===== src/rtl/housekeeping_spi_wide.sv =====
// Housekeeping SPI slave: 8-bit command, ADDR_WIDTH address, DATA_WIDTH words, flash pass-through.
// Define HKSPI_NOINC_EN so that command bit 1 holds the address across words (FIFO-port bursts).
`timescale 1ns/1ps
module housekeeping_spi_wide #(
    parameter int ADDR_WIDTH = 8,
    parameter int DATA_WIDTH = 8
) (
    input  logic                  SCK,
    input  logic                  csb_reset,
    input  logic                  SDI,
    output logic                  SDO,
    output logic                  sdoena,
    input  logic [DATA_WIDTH-1:0] idata,
    output logic [DATA_WIDTH-1:0] odata,
    output logic [ADDR_WIDTH-1:0] oaddr,
    output logic                  rdstb,
    output logic                  wrstb,
    output logic                  pass_thru,
    output logic                  pass_thru_delay,
    output logic                  pass_thru_reset
);
    localparam int MAX_AD  = (ADDR_WIDTH > DATA_WIDTH) ? ADDR_WIDTH : DATA_WIDTH;
    localparam int MAX_LEN = (MAX_AD > 8) ? MAX_AD : 8;
    localparam int CNT_W   = $clog2(MAX_LEN);
    localparam int PW      = DATA_WIDTH - 1;

    localparam logic [CNT_W-1:0] CNT_ADDR_LAST = CNT_W'(ADDR_WIDTH - 1);
    localparam logic [CNT_W-1:0] CNT_DATA_LAST = CNT_W'(DATA_WIDTH - 1);

    typedef enum logic [1:0] {
        ST_COMMAND  = 2'd0,
        ST_ADDRESS  = 2'd1,
        ST_DATA     = 2'd2,
        ST_PASSTHRU = 2'd3
    } state_t;

    // Rising-edge state
    state_t                  state_q,   state_d;
    logic [CNT_W-1:0]        count_q,   count_d;
    logic [ADDR_WIDTH-1:0]   addr_q,    addr_d;
    logic [PW-1:0]           predata_q, predata_d;
    logic                    wr_q,      wr_d;
    logic                    rd_q,      rd_d;
    logic [2:0]              nnn_q,     nnn_d;
    logic                    noinc_q,   noinc_d;
    logic                    pre_pt_q,  pre_pt_d;
    logic                    ptd_q,     ptd_d;
    logic                    pt_q,      pt_d;
    logic                    rdstb_q,   rdstb_d;

    // Falling-edge state
    logic [DATA_WIDTH-1:0]   ldata_q,   ldata_d;
    logic                    sdoena_q,  sdoena_d;
    logic                    wrstb_q,   wrstb_d;

    // NOTE: sequential state uses non-blocking assignments so every flop samples pre-edge values.
    always_ff @(posedge SCK or posedge csb_reset) begin
        if (csb_reset) begin
            state_q   <= ST_COMMAND;
            count_q   <= '0;
            addr_q    <= '0;
            predata_q <= '0;
            wr_q      <= 1'b0;
            rd_q      <= 1'b0;
            nnn_q     <= '0;
            noinc_q   <= 1'b0;
            pre_pt_q  <= 1'b0;
            ptd_q     <= 1'b0;
            pt_q      <= 1'b0;
            rdstb_q   <= 1'b0;
        end else begin
            state_q   <= state_d;
            count_q   <= count_d;
            addr_q    <= addr_d;
            predata_q <= predata_d;
            wr_q      <= wr_d;
            rd_q      <= rd_d;
            nnn_q     <= nnn_d;
            noinc_q   <= noinc_d;
            pre_pt_q  <= pre_pt_d;
            ptd_q     <= ptd_d;
            pt_q      <= pt_d;
            rdstb_q   <= rdstb_d;
        end
    end

    // NOTE: every variable gets a default before the case so no latch is inferred.
    always_comb begin
        state_d   = state_q;
        count_d   = count_q + 1'b1;
        addr_d    = addr_q;
        predata_d = predata_q;
        wr_d      = wr_q;
        rd_d      = rd_q;
        nnn_d     = nnn_q;
        noinc_d   = noinc_q;
        pre_pt_d  = pre_pt_q;
        ptd_d     = ptd_q;
        pt_d      = pt_q;
        rdstb_d   = 1'b0;
        case (state_q)
            ST_COMMAND: begin
                if (count_q == CNT_W'(0)) begin
                    wr_d = SDI;
                end else if (count_q == CNT_W'(1)) begin
                    rd_d = SDI;
                end else if (count_q < CNT_W'(5)) begin
                    nnn_d = {nnn_q[1:0], SDI};
                end else if (count_q == CNT_W'(5)) begin
                    pre_pt_d = SDI;
                end else if (count_q == CNT_W'(6)) begin
                    ptd_d = pre_pt_q;
`ifdef HKSPI_NOINC_EN
                    noinc_d = SDI;
`endif
                end else begin
                    pre_pt_d = 1'b0;
                    count_d  = '0;
                    state_d  = ptd_q ? ST_PASSTHRU : ST_ADDRESS;
                end
            end
            ST_ADDRESS: begin
                addr_d = ADDR_WIDTH'({addr_q, SDI});
                if (count_q == CNT_ADDR_LAST) begin
                    rdstb_d = rd_q;
                    count_d = '0;
                    state_d = ST_DATA;
                end
            end
            ST_DATA: begin
                predata_d = PW'({predata_q, SDI});
                if (count_q == CNT_DATA_LAST) begin
                    rdstb_d = rd_q;
                    count_d = '0;
                    // nnn==1 is the last counted word; nnn==0 streams forever
                    if (nnn_q == 3'd1) begin
                        state_d = ST_COMMAND;
                    end else begin
                        if (nnn_q != 3'd0) nnn_d = nnn_q - 3'd1;
                        if (!noinc_q) addr_d = addr_q + 1'b1;
                    end
                end
            end
            ST_PASSTHRU: begin
                pt_d    = 1'b1;
                count_d = count_q;
            end
            default: state_d = ST_COMMAND;
        endcase
    end

    // Falling edge launches SDO and the write strobe, half a cycle ahead of the sampling edge
    always_comb begin
        ldata_d  = ldata_q;
        sdoena_d = 1'b0;
        wrstb_d  = 1'b0;
        case (state_q)
            ST_DATA: begin
                if (rd_q) begin
                    sdoena_d = 1'b1;
                    ldata_d  = (count_q == '0) ? idata : (ldata_q << 1);
                end
                wrstb_d = wr_q && (count_q == CNT_DATA_LAST);
            end
            ST_PASSTHRU: sdoena_d = 1'b1;
            default: ;
        endcase
    end

    always_ff @(negedge SCK or posedge csb_reset) begin
        if (csb_reset) begin
            ldata_q  <= '0;
            sdoena_q <= 1'b0;
            wrstb_q  <= 1'b0;
        end else begin
            ldata_q  <= ldata_d;
            sdoena_q <= sdoena_d;
            wrstb_q  <= wrstb_d;
        end
    end

    always_comb begin
        oaddr           = (state_q == ST_ADDRESS) ? ADDR_WIDTH'({addr_q, SDI}) : addr_q;
        odata           = {predata_q, SDI};
        SDO             = ldata_q[DATA_WIDTH-1];
        sdoena          = sdoena_q;
        rdstb           = rdstb_q;
        wrstb           = wrstb_q;
        pass_thru       = pt_q;
        pass_thru_delay = ptd_q;
        pass_thru_reset = ptd_q | pre_pt_q;
    end

endmodule


===== config.mk =====
export PLATFORM = sky130hd
export DESIGN_NAME = housekeeping_spi_wide
export DESIGN_NICKNAME = d
export VERILOG_FILES = /design/src/rtl/housekeeping_spi_wide.sv
export SDC_FILE = /design/constraint.sdc
export NUM_CORES = 1
export LEC_CHECK = 0
export ABC_AREA = 1
export BUFFER_PORTS_ARGS = -buffer_cell sky130_fd_sc_hd__buf_2
export CORE_ASPECT_RATIO = 0.5
export CORE_MARGIN = 2
export CORE_UTILIZATION = 40
export CTS_CLUSTER_DIAMETER = 150
export CTS_CLUSTER_SIZE = 40
export DETAILED_ROUTE_END_ITERATION = 6
export MAX_ROUTING_LAYER = met4
export PLACE_DENSITY = 0.68
export SLEW_MARGIN = 20
export SYNTH_ARGS = -nofsm -noshare
export SYNTH_HDL_FRONTEND = slang
export SYNTH_SLANG_ARGS = --single-unit

===== constraint.sdc =====
create_clock -name SCK -period 1.3 [get_ports SCK]
set_input_delay 0.195 -clock SCK [delete_from_list [all_inputs] [get_ports SCK]]
set_output_delay 0.195 -clock SCK [all_outputs]
set_load 0.02 [all_outputs]

==> impl_metrics.py <==
metrics = {
    "status": {
        "status": "finished, violations left",
        "violations": "setup timing",
    },
    "clocking": {
        "root_buffer": "clkbuf_16",
        "cts_buffers": 5,
        "cts_tree": "built",
        "clkTransAtPathRegs_ps": 60,
        "clkLatencyLatePin_ps": 300,
        "cts.path.max_buffers": 2,
        "cts.sinks": 39,
        "htreeDepth": 2,
    },
    "yosys": {
        "avgSynthCellArea_um2": 7.48,
        "yosys-top-cells-count": "97 x nand2_1, 33 x inv_1, 31 x o21ai_0, 29 x dfrtp_1, 21 x nor2_1",
        "synth.yosys.seq_area_share_pct": 43.3,
        "async_flop_share_pct": 100,
        "synthesis.nets": 325,
        "synthTopCellsByArea": "dfrtp_1 32%, nand2_1 16%, dfrtn_1 11%",
        "yosysTopAreaCell": "dfrtp_1",
        "yosysUniqueCellTypes": 28,
        "netlist.area_leader.share_pct": 32.2,
        "ys.flop_type": "dfrtp_1",
        "yosysMostFrequentCell": "nand2_1",
        "synth_edf_count": 0,
        "synth_area_um2": 2250,
        "ys_ff_latch": 39,
        "netlist_instances": 301,
        "ys_warn_count": 0,
    },
    "place": {
        "gp_congestion": 0.837,
        "dp_slack_ps": -579,
        "dpl.cell_count": 428,
        "portBuffers": 33,
        "hpwl_um": 3770,
        "place_area_um2": 2780,
    },
    "worst_setup_path": {
        "arrival_ps": 1370,
        "crit_type": "reg2reg",
        "crit_path_end_kind": "flop",
        "crit_path_start_kind": "flop",
        "critPathMaxStageDelay_ps": 380,
        "critPathMaxFanout": 3,
        "cp_slowest_cell": "dfrtp_1",
        "path_common_cell": "ha_4",
        "worstPathRequired_ps": 810,
        "crit_chain": "buf_4, buf_6, ha_4, ha_4, inv_4, nor3_2",
    },
    "timing": {
        "worst-slew-pin-transition_ps": 325,
        "setup_viol": 42,
        "whs_ps": 266,
        "finalWorstSetupSlack_ps": -562,
        "final-max-slew-violation-count": 0,
        "hold_viol": 0,
        "skew_ps": 22.6,
        "max_slew_margin_pct": 78.3,
        "rsz0062_at_grt": "yes",
    },
    "layout": {
        "fillers": 386,
        "syn2layout_area_growth_pct": 58.7,
        "finalNonFillerCells": 455,
        "fin_nets": 405,
        "drive_gt1_share_pct": 39.8,
        "num_antenna_cells": 0,
        "fin_area_um2": 3570,
    },
    "drt": {
        "wl_um": 6820,
        "drt-wirelength-per-cell_um": 15.0,
        "drtAntennaViolNets": 0,
        "vias": 2307,
        "dr.pass1.iters": 6,
        "viasPerCell": 5.07,
        "drc": 0,
        "drt-initial-drc-count": 113,
    },
    "power": {
        "clkPwrFrac_pct": 12.9,
        "internal_power_w": 0.00571,
        "p_sw_w": 0.00483,
        "power-per-cell-area_nw_per_um2": 2950,
        "combPwrFrac_pct": 66.0,
        "p_sw_share_pct": 45.8,
        "irDropWorstVdd_mv": 1.25,
        "pwr-share-seq_pct": 21.0,
        "cellLeakagePower_nw": 1.70,
    },
    "global_routing": {
        "grt_usage_pct": 20.6,
        "grt_max_degree": 24,
        "overflow": 0,
        "grt_pass1_wl_um": 9700,
        "grt_pass1_vias": 2112,
        "antenna_found_initial": 0,
    },
    "floorplan": {
        "io_pins": 34,
        "die_y_um": 57.1,
        "start_util_pct": 41.2,
        "rows": 19,
        "die_w_um": 110,
        "core-area_um2": 5470,
        "dieArea_um2": 6280,
    },
    "run": {
        "drv_cap": 0,
    },
    "worst_hold_path": {
        "hold_class": "in2reg",
    },
}
logic make-up after synthesis:
| group | Yosys count | synth area share, % |
|---|---|---|
| compound gates | 50 | 12.0 |
| xor+xnor | 1 | 0.389 |
| fa+ha+maj | 13 | 7.22 |
| buf+inv | 47 | 8.72 |
| flops | 39 | 43.3 |
| simple gates | 151 | 28.3 |
cell usage in the layout, fill, tap and decap left out, drive strengths merged:
master       count
dlygate4sd3      1
dfrtp           29
clkbuf           7
nand3b           1
o21bai           1
nor3             2
buf             78
clkinvlp         1
or2              2
dfrtn           10
clkinv           1
o211ai           1
o21ai           38
nand3           20
o22ai            1
inv             38
a21oi            8
o21a             1
nor2            24
xor2             1
ha              13
nand2          104
metrics by stage:
stage	total power (W)	TNS (ps)	utilization, %
final	0.0105	-14850	65.4
after global routing	0.0112	-17290	65.4
after CTS	0.00939	-13270	60.1
after detailed placement	0.00684	-12990	50.8
after global placement	0.00667	-11810	50.8
after floorplan	0.00543	-6060	-
state kept, by name, summed over array words and instances, names as in the netlist, 2 cells and up:
name       cells
addr_q         8
count_q        3
predata_q      7
ldata_q        8
state_q        2
nnn_q          3
critical path, delay by kind of cell (launching register included):
kind                       cells  cell delay (ps)
buffers and inverters          3              320
DFF                            1              380
and+or+nand+nor                1               50
adders and majority gates      2              330
power groups by stage:
stage / clock, W / sequential, W / combinational [W]
global placement: 0 / 0.00214 / 0.00454
floorplan: 0 / 0.00231 / 0.00311
finish: 0.00136 / 0.00222 / 0.00696
detailed placement: 0 / 0.00216 / 0.00468
global route: 0.00144 / 0.00228 / 0.00748
CTS: 0.00137 / 0.00216 / 0.00586
metal layers:
layer / global-route usage, % / vias up / share of wire [%]
met5: - / - / 0
met4: 7.50 / 0 / 4.2
met3: 5.14 / 35 / 4.1
met2: 34.1 / 79 / 50
met1: 24.6 / 1080 / 42
li1: - / 1113 / -
timing repair:
| item | 4_1_cts | 5_1_grt |
|---|---|---|
| pin swaps | 24 | 28 |
| setup buffers | 7 | 13 |
| resized for setup | 72 | 49 |
| endpoints found under the setup margin | 49 | 59 |
| hold endpoints to repair | 6 | 0 |
| gates cloned | 1 | 1 |
| hold buffers | 1 | 0 |
path summary, 6_finish.rpt:
path / endpoint / start / depth (start not counted) / slack (ps)
min reg2reg: ldata_q[0]$_DFFE_NP0P_ / ldata_q[0]$_DFFE_NP0P_ / 2 / 430
min in group asynchronous: count_q[1]$_DFFE_PP0P_ / csb_reset / 4 / 660
min: predata_q[0]$_DFFE_PP0P_ / SDI / 3 / 270
max reg2reg: wrstb$_DFF_NP0_ / count_q[0]$_DFFE_PP0P_ / 6 / -560
max in group asynchronous: wrstb$_DFF_NP0_ / csb_reset / 3 / 110
max: wrstb$_DFF_NP0_ / count_q[0]$_DFFE_PP0P_ / 6 / -560
area by class of cell:
class / count / area [um2] / share of cell area, %
multi-input combinational: 217 / 1460 / 41.0
sequential: 39 / 976 / 27.3
clock buffer: 7 / 164 / 4.59
tap: 73 / 91.3 / 2.56
inverter: 39 / 173 / 4.83
clock inverter: 1 / 5.00 / 0.140
timing repair buffer: 79 / 702 / 19.6
Power figures use the tool's default switching activity.
